==> config.mk <==
export PLATFORM = sky130hd
export DESIGN_NAME = vga_timing_gen
export DESIGN_NICKNAME = d
export VERILOG_FILES = /design/src/rtl/vga_timing_gen.sv
export SDC_FILE = /design/constraint.sdc
export NUM_CORES = 1
export LEC_CHECK = 0
export BUFFER_PORTS_ARGS = -buffer_cell sky130_fd_sc_hd__buf_2
export CAP_MARGIN = 20
export CORE_MARGIN = 3
export CORE_UTILIZATION = 32
export DETAILED_ROUTE_END_ITERATION = 7
export PLACE_DENSITY = 0.56
export SETUP_SLACK_MARGIN = 0.2
export SLEW_MARGIN = 20
export SYNTH_ARGS = -nofsm -noshare
export SYNTH_HDL_FRONTEND = slang
export SYNTH_SLANG_ARGS = --single-unit
==> constraint.sdc <==
create_clock -name clock -period 3.4 [get_ports clock]
set_input_delay 0.17 -clock clock [delete_from_list [all_inputs] [get_ports clock]]
set_output_delay 0.17 -clock clock [all_outputs]
set_load 0.1 [all_outputs]
==> src/rtl/vga_timing_gen.sv <==
`default_nettype none
// ============================================================================
// Module  : vga_timing_gen
// Brief   : Parametrised raster timing generator with pixel-clock divider,
//           line/frame strobes, frame counter and look-ahead fetch coordinate.
// Revision: 1.0 - initial release
// ============================================================================
module vga_timing_gen #(
  parameter int H_ACTIVE  = 640,
  parameter int H_FP      = 16,
  parameter int H_SYNC    = 96,
  parameter int H_BP      = 48,
  parameter int V_ACTIVE  = 480,
  parameter int V_FP      = 10,
  parameter int V_SYNC    = 2,
  parameter int V_BP      = 33,
  parameter int SYNC_POL  = 0,
  parameter int CLK_DIV   = 2,
  parameter int LOOKAHEAD = 0,
  parameter int COUNT_W   = 10,
  parameter int FRAME_W   = 8
) (
  input  logic               clock,
  input  logic               clear,
  output logic               hSync,
  output logic               vSync,
  output logic               bright,
  output logic [COUNT_W-1:0] hCount,
  output logic [COUNT_W-1:0] vCount,
  output logic               pixelTick,
  output logic               lineStart,
  output logic               frameStart,
  output logic [FRAME_W-1:0] frameCount,
  output logic [COUNT_W-1:0] fetchX,
  output logic [COUNT_W-1:0] fetchY,
  output logic               fetchValid
);

  localparam int H_TOTAL = H_ACTIVE + H_FP + H_SYNC + H_BP;
  localparam int V_TOTAL = V_ACTIVE + V_FP + V_SYNC + V_BP;
  localparam int DIV_W   = (CLK_DIV > 1) ? $clog2(CLK_DIV) : 1;

  localparam logic [DIV_W-1:0]   c_DIV_LAST = DIV_W'(CLK_DIV - 1);
  localparam logic [COUNT_W-1:0] c_H_LAST   = COUNT_W'(H_TOTAL - 1);
  localparam logic [COUNT_W-1:0] c_V_LAST   = COUNT_W'(V_TOTAL - 1);
  localparam logic [COUNT_W-1:0] c_H_ACT    = COUNT_W'(H_ACTIVE);
  localparam logic [COUNT_W-1:0] c_V_ACT    = COUNT_W'(V_ACTIVE);
  localparam logic [COUNT_W-1:0] c_HS_FIRST = COUNT_W'(H_ACTIVE + H_FP);
  localparam logic [COUNT_W-1:0] c_HS_LAST  = COUNT_W'(H_ACTIVE + H_FP + H_SYNC - 1);
  localparam logic [COUNT_W-1:0] c_VS_FIRST = COUNT_W'(V_ACTIVE + V_FP);
  localparam logic [COUNT_W-1:0] c_VS_LAST  = COUNT_W'(V_ACTIVE + V_FP + V_SYNC - 1);
  localparam logic               c_SYNC_ON  = 1'(SYNC_POL);
  // Fetch position starts LOOKAHEAD steps past the pre-roll position (last pixel of frame).
  localparam logic [COUNT_W-1:0] c_FH_RST   = (LOOKAHEAD == 0) ? c_H_LAST : COUNT_W'(LOOKAHEAD - 1);
  localparam logic [COUNT_W-1:0] c_FV_RST   = (LOOKAHEAD == 0) ? c_V_LAST : '0;

  logic [DIV_W-1:0]   r_div;
  logic [COUNT_W-1:0] r_h, r_v, r_fh, r_fv;
  logic               r_first;
  logic               r_hsync, r_vsync, r_bright, r_tick, r_line, r_frame, r_fvalid;
  logic [COUNT_W-1:0] r_hcount, r_vcount, r_fx, r_fy;
  logic [FRAME_W-1:0] r_fcount;

  logic               w_step, w_h_wrap, w_frame_wrap, w_fh_wrap;
  logic [COUNT_W-1:0] w_h_nxt, w_v_nxt, w_fh_nxt, w_fv_nxt;

  always_comb begin
    w_step       = (r_div == c_DIV_LAST);
    w_h_wrap     = (r_h == c_H_LAST);
    w_frame_wrap = w_h_wrap && (r_v == c_V_LAST);
    w_h_nxt      = w_h_wrap ? '0 : r_h + COUNT_W'(1);
    w_v_nxt      = r_v;
    if (w_h_wrap) w_v_nxt = (r_v == c_V_LAST) ? '0 : r_v + COUNT_W'(1);
    w_fh_wrap    = (r_fh == c_H_LAST);
    w_fh_nxt     = w_fh_wrap ? '0 : r_fh + COUNT_W'(1);
    w_fv_nxt     = r_fv;
    if (w_fh_wrap) w_fv_nxt = (r_fv == c_V_LAST) ? '0 : r_fv + COUNT_W'(1);
  end

  always_ff @(posedge clock or posedge clear) begin
    if (clear) begin
      r_div    <= '0;
      r_h      <= c_H_LAST;
      r_v      <= c_V_LAST;
      r_fh     <= c_FH_RST;
      r_fv     <= c_FV_RST;
      r_first  <= 1'b1;
      r_hsync  <= ~c_SYNC_ON;
      r_vsync  <= ~c_SYNC_ON;
      r_bright <= 1'b0;
      r_tick   <= 1'b0;
      r_line   <= 1'b0;
      r_frame  <= 1'b0;
      r_hcount <= '0;
      r_vcount <= '0;
      r_fx     <= '0;
      r_fy     <= '0;
      r_fvalid <= 1'b0;
      r_fcount <= '0;
    end else begin
      r_div   <= w_step ? '0 : r_div + DIV_W'(1);
      r_tick  <= w_step;
      r_line  <= 1'b0;
      r_frame <= 1'b0;
      if (w_step) begin
        r_h      <= w_h_nxt;
        r_v      <= w_v_nxt;
        r_fh     <= w_fh_nxt;
        r_fv     <= w_fv_nxt;
        r_first  <= 1'b0;
        r_hcount <= w_h_nxt;
        r_vcount <= w_v_nxt;
        r_hsync  <= (w_h_nxt >= c_HS_FIRST && w_h_nxt <= c_HS_LAST) ? c_SYNC_ON : ~c_SYNC_ON;
        r_vsync  <= (w_v_nxt >= c_VS_FIRST && w_v_nxt <= c_VS_LAST) ? c_SYNC_ON : ~c_SYNC_ON;
        r_bright <= (w_h_nxt < c_H_ACT) && (w_v_nxt < c_V_ACT);
        r_line   <= w_h_wrap;
        r_frame  <= w_frame_wrap;
        r_fx     <= w_fh_nxt;
        r_fy     <= w_fv_nxt;
        r_fvalid <= (w_fh_nxt < c_H_ACT) && (w_fv_nxt < c_V_ACT);
        // The pre-roll step into (0,0) opens frame 0 rather than finishing one.
        if (w_frame_wrap && !r_first) r_fcount <= r_fcount + FRAME_W'(1);
      end
    end
  end

  assign hSync      = r_hsync;
  assign vSync      = r_vsync;
  assign bright     = r_bright;
  assign hCount     = r_hcount;
  assign vCount     = r_vcount;
  assign pixelTick  = r_tick;
  assign lineStart  = r_line;
  assign frameStart = r_frame;
  assign frameCount = r_fcount;
  assign fetchX     = r_fx;
  assign fetchY     = r_fy;
  assign fetchValid = r_fvalid;

endmodule
`default_nettype wire

==> impl_metrics.ini <==
[die]
die_area_um2 = 14900
die_w_um = 122
start_util_pct = 33.5
coreArea_um2 = 12900
die_y_um = 122
rows = 41
pin_count = 57

[cts]
clkTransAtPathRegs_ps = 60
cts-root-buf = clkbuf_16
cts_post_setup_buffers_inserted = 0
htree_levels = 3
cts_buffers = 9
clk_latency_ps = 330
cts.repair.resized = 0
hold_buffers = 1
clock_path_buffers = 2
cts_tree = yes
numClockSinks = 77

[timing]
timing.slew.headroom_pct = 47.9
timing_hold_violations_final = 0
drv_slew = 0
tightest_slew_ps = 782
fin_crit_sh_pct = 80.3
setup_slack_ps = 671
rsz0062_at_grt = false
fin_crit_ps = 2730
fmax_ghz = 0.366
fin_tns_setup_ps = 0
skew_ps = 8.39
setup_viol = 0

[routing]
vias = 3458
wl_um = 9650
ant_nets = 0
via_per_inst = 5.24
drt_iter0_drc = 188
first_pass_iters = 4
avgRoutedWirePerCell_um = 14.6
drc = 0

[job]
drv_cap = 0

[critical_path]
startpoint_type = flip-flop
worst_r2r_path_depth = 6
worstPathRequired_ps = 3610
crit_arrival_ps = 2940
endpoint_kind = flip-flop
worst-setup-path-type = reg -> reg
worst-path-max-fanout = 8

[global_routing]
grt_first_pass_wirelength_um = 16400
grt_start_max_net_pins = 47
overflow = 0
grt_pass1_vias = 3345
antenna_found_initial = 0
grtUsageTotal_pct = 13.6

[layout]
nets = 493
final_cells = 660
drive_above_1_share_pct = 23.4
area_delta_synth_final_pct = 14.1
diodes = 0

[logic_synthesis]
synth.ff_latch_count = 77
synth_area_um2 = 4310
synth-seq-area-share_pct = 45.4
ys_types = 60
async_flop_share_pct = 100
synthFlopType = dfrtp_1
syn-num-nets = 467
syn_avg_cell_area_um2 = 9.43
yosysWarningCount = 0
synth_cells = 457
synth_edf_count = 0

[power_and_ir_drop]
peakVddDrop_uv = 248
powerDensity_nw_per_um2 = 417
p_sw_mw = 0.392
swShare_pct = 19.1
p_total_mw = 2.05
internal_power_mw = 1.66
leakagePower_nw = 2.15
clkPwrFrac_pct = 54.3
seqPwrFrac_pct = 44.7
power_frac_comb_pct = 0.9

[worst_hold_path]
holdPathStages = 1
hold_class = reg -> reg

[run_status]
outcome = finished clean

[placed_design]
hpwl_um = 6760
place_congestion = 0.843
port_buffers = 56
dp_slack_ps = 731
dp.cells = 643
[cell usage after synthesis (all sizes together), types with 11 or more instances]
library cell / count / area, µm²
dfrtp: 54 / 1350
nand2: 39 / 146
o21ai: 34 / 170
buf: 28 / 211
nor2: 27 / 101
dfstp: 23 / 604
xnor2: 22 / 193
inv: 21 / 78.8
nand4: 20 / 125
clkbuf: 18 / 67.6
nand3: 16 / 80.1
a21oi: 13 / 65.1
nor3: 13 / 65.1
or3: 11 / 70.1
[metrics by stage]
step                hold slack [ps]  instance area, µm²  util (%)
floorplan                       463                4310         -
global placement                339                4560      35.4
detailed placement              348                4560      35.4
CTS                             474                4920      38.2
global route                    499                4920      38.2
finish                          466                4920      38.2
[path summary, 6_finish.rpt]
kind / endpoint / slack, ps / start
min reg2reg: frameCount[7] / 470 / frameCount[7]
max reg2reg: r_fv[7] / 670 / r_fh[0]
min in group asynchronous: r_fv[1] / 500 / clear
max: r_fv[7] / 670 / r_fh[0]
min: frameCount[7] / 470 / frameCount[7]
max in group asynchronous: r_v[2] / 1970 / clear
[worst max-delay path, stage by stage (launching register included)]
cell	delay, ps
dfstp_2	570
ha_1	260
nand4_1	280
or3_2	650
o21ai_0	550
or4_2	240
nand2_1	50
[state kept, by name (all words and copies together) (netlist names)]
register	cells
bright	1
fetchValid	1
fetchX	7
fetchY	3
frameCount	8
frameStart	1
hCount	7
hSync	1
lineStart	1
pixelTick	1
r_div	1
r_fh	10
r_first	1
r_fv	10
r_h	10
r_v	10
vCount	3
vSync	1
[final cells by class]
class / instances / area [µm²]
tap: 172 / 215
fill: 1307 / 7960
inverter: 21 / 80.1
timing repair buffer: 61 / 320
multi-input combinational: 313 / 2000
sequential: 77 / 1960
clock buffer: 11 / 243
clock inverter: 5 / 108
[cell usage in the layout (no fill, tap or decap), types with 3 or more instances in the layout]
master      n
and3_1      7
o41ai_1     3
nand2_1    39
a21oi_1    13
a211oi_1    3
mux2i_1     3
nand4b_1    4
ha_1        8
nand2b_1    5
nand3_1    16
buf_4       4
clkbuf_16   9
o21a_1      9
bufinv_16   3
o2bb2ai_1   3
o31ai_1     7
dfrtp_1    53
nor2_1     27
xor2_1      6
inv_1      20
and4_1      5
or3_1      10
nor3_1     13
xnor2_1    22
a31oi_1     5
a21o_1      5
nor4_1      5
and2_1      3
dfstp_2    23
nand4_1    20
or2_2       3
o21ai_0    34
buf_2      56
[routing by layer]
| metal | wire length (µm) | global-route usage [%] |
|---|---|---|
| met1 | 4780 | 19.3 |
| met2 | 4210 | 20.0 |
| met3 | 457 | 3.16 |
| met4 | 200 | 5.46 |
| met5 | 0 | 0 |
[power by group through the flow]
stage | sequential [mW] | combinational [mW] | clock [mW]
after global placement | 0.933 | 0.0207 | 0
final | 0.918 | 0.0195 | 1.12
after CTS | 0.918 | 0.0218 | 1.15
after detailed placement | 0.933 | 0.0212 | 0
after global routing | 0.917 | 0.0243 | 1.19
after floorplan | 0.933 | 0.0131 | 0
[cells by family (layout without fill, tap and decap cells)]
kind of cell	count (synthesis)	after routing	synth area share [%]
buffers and inverters	67	98	8.30
adder cells (fa/ha/maj)	8	8	2.32
multiplexers	5	5	1.22
flip-flops	77	77	45.4
AND/OR/NAND/NOR	169	169	21.2
AO/OA/AOI/OAI	103	103	15.9
XOR/XNOR	28	28	5.69
Power figures use the tool's default switching activity.
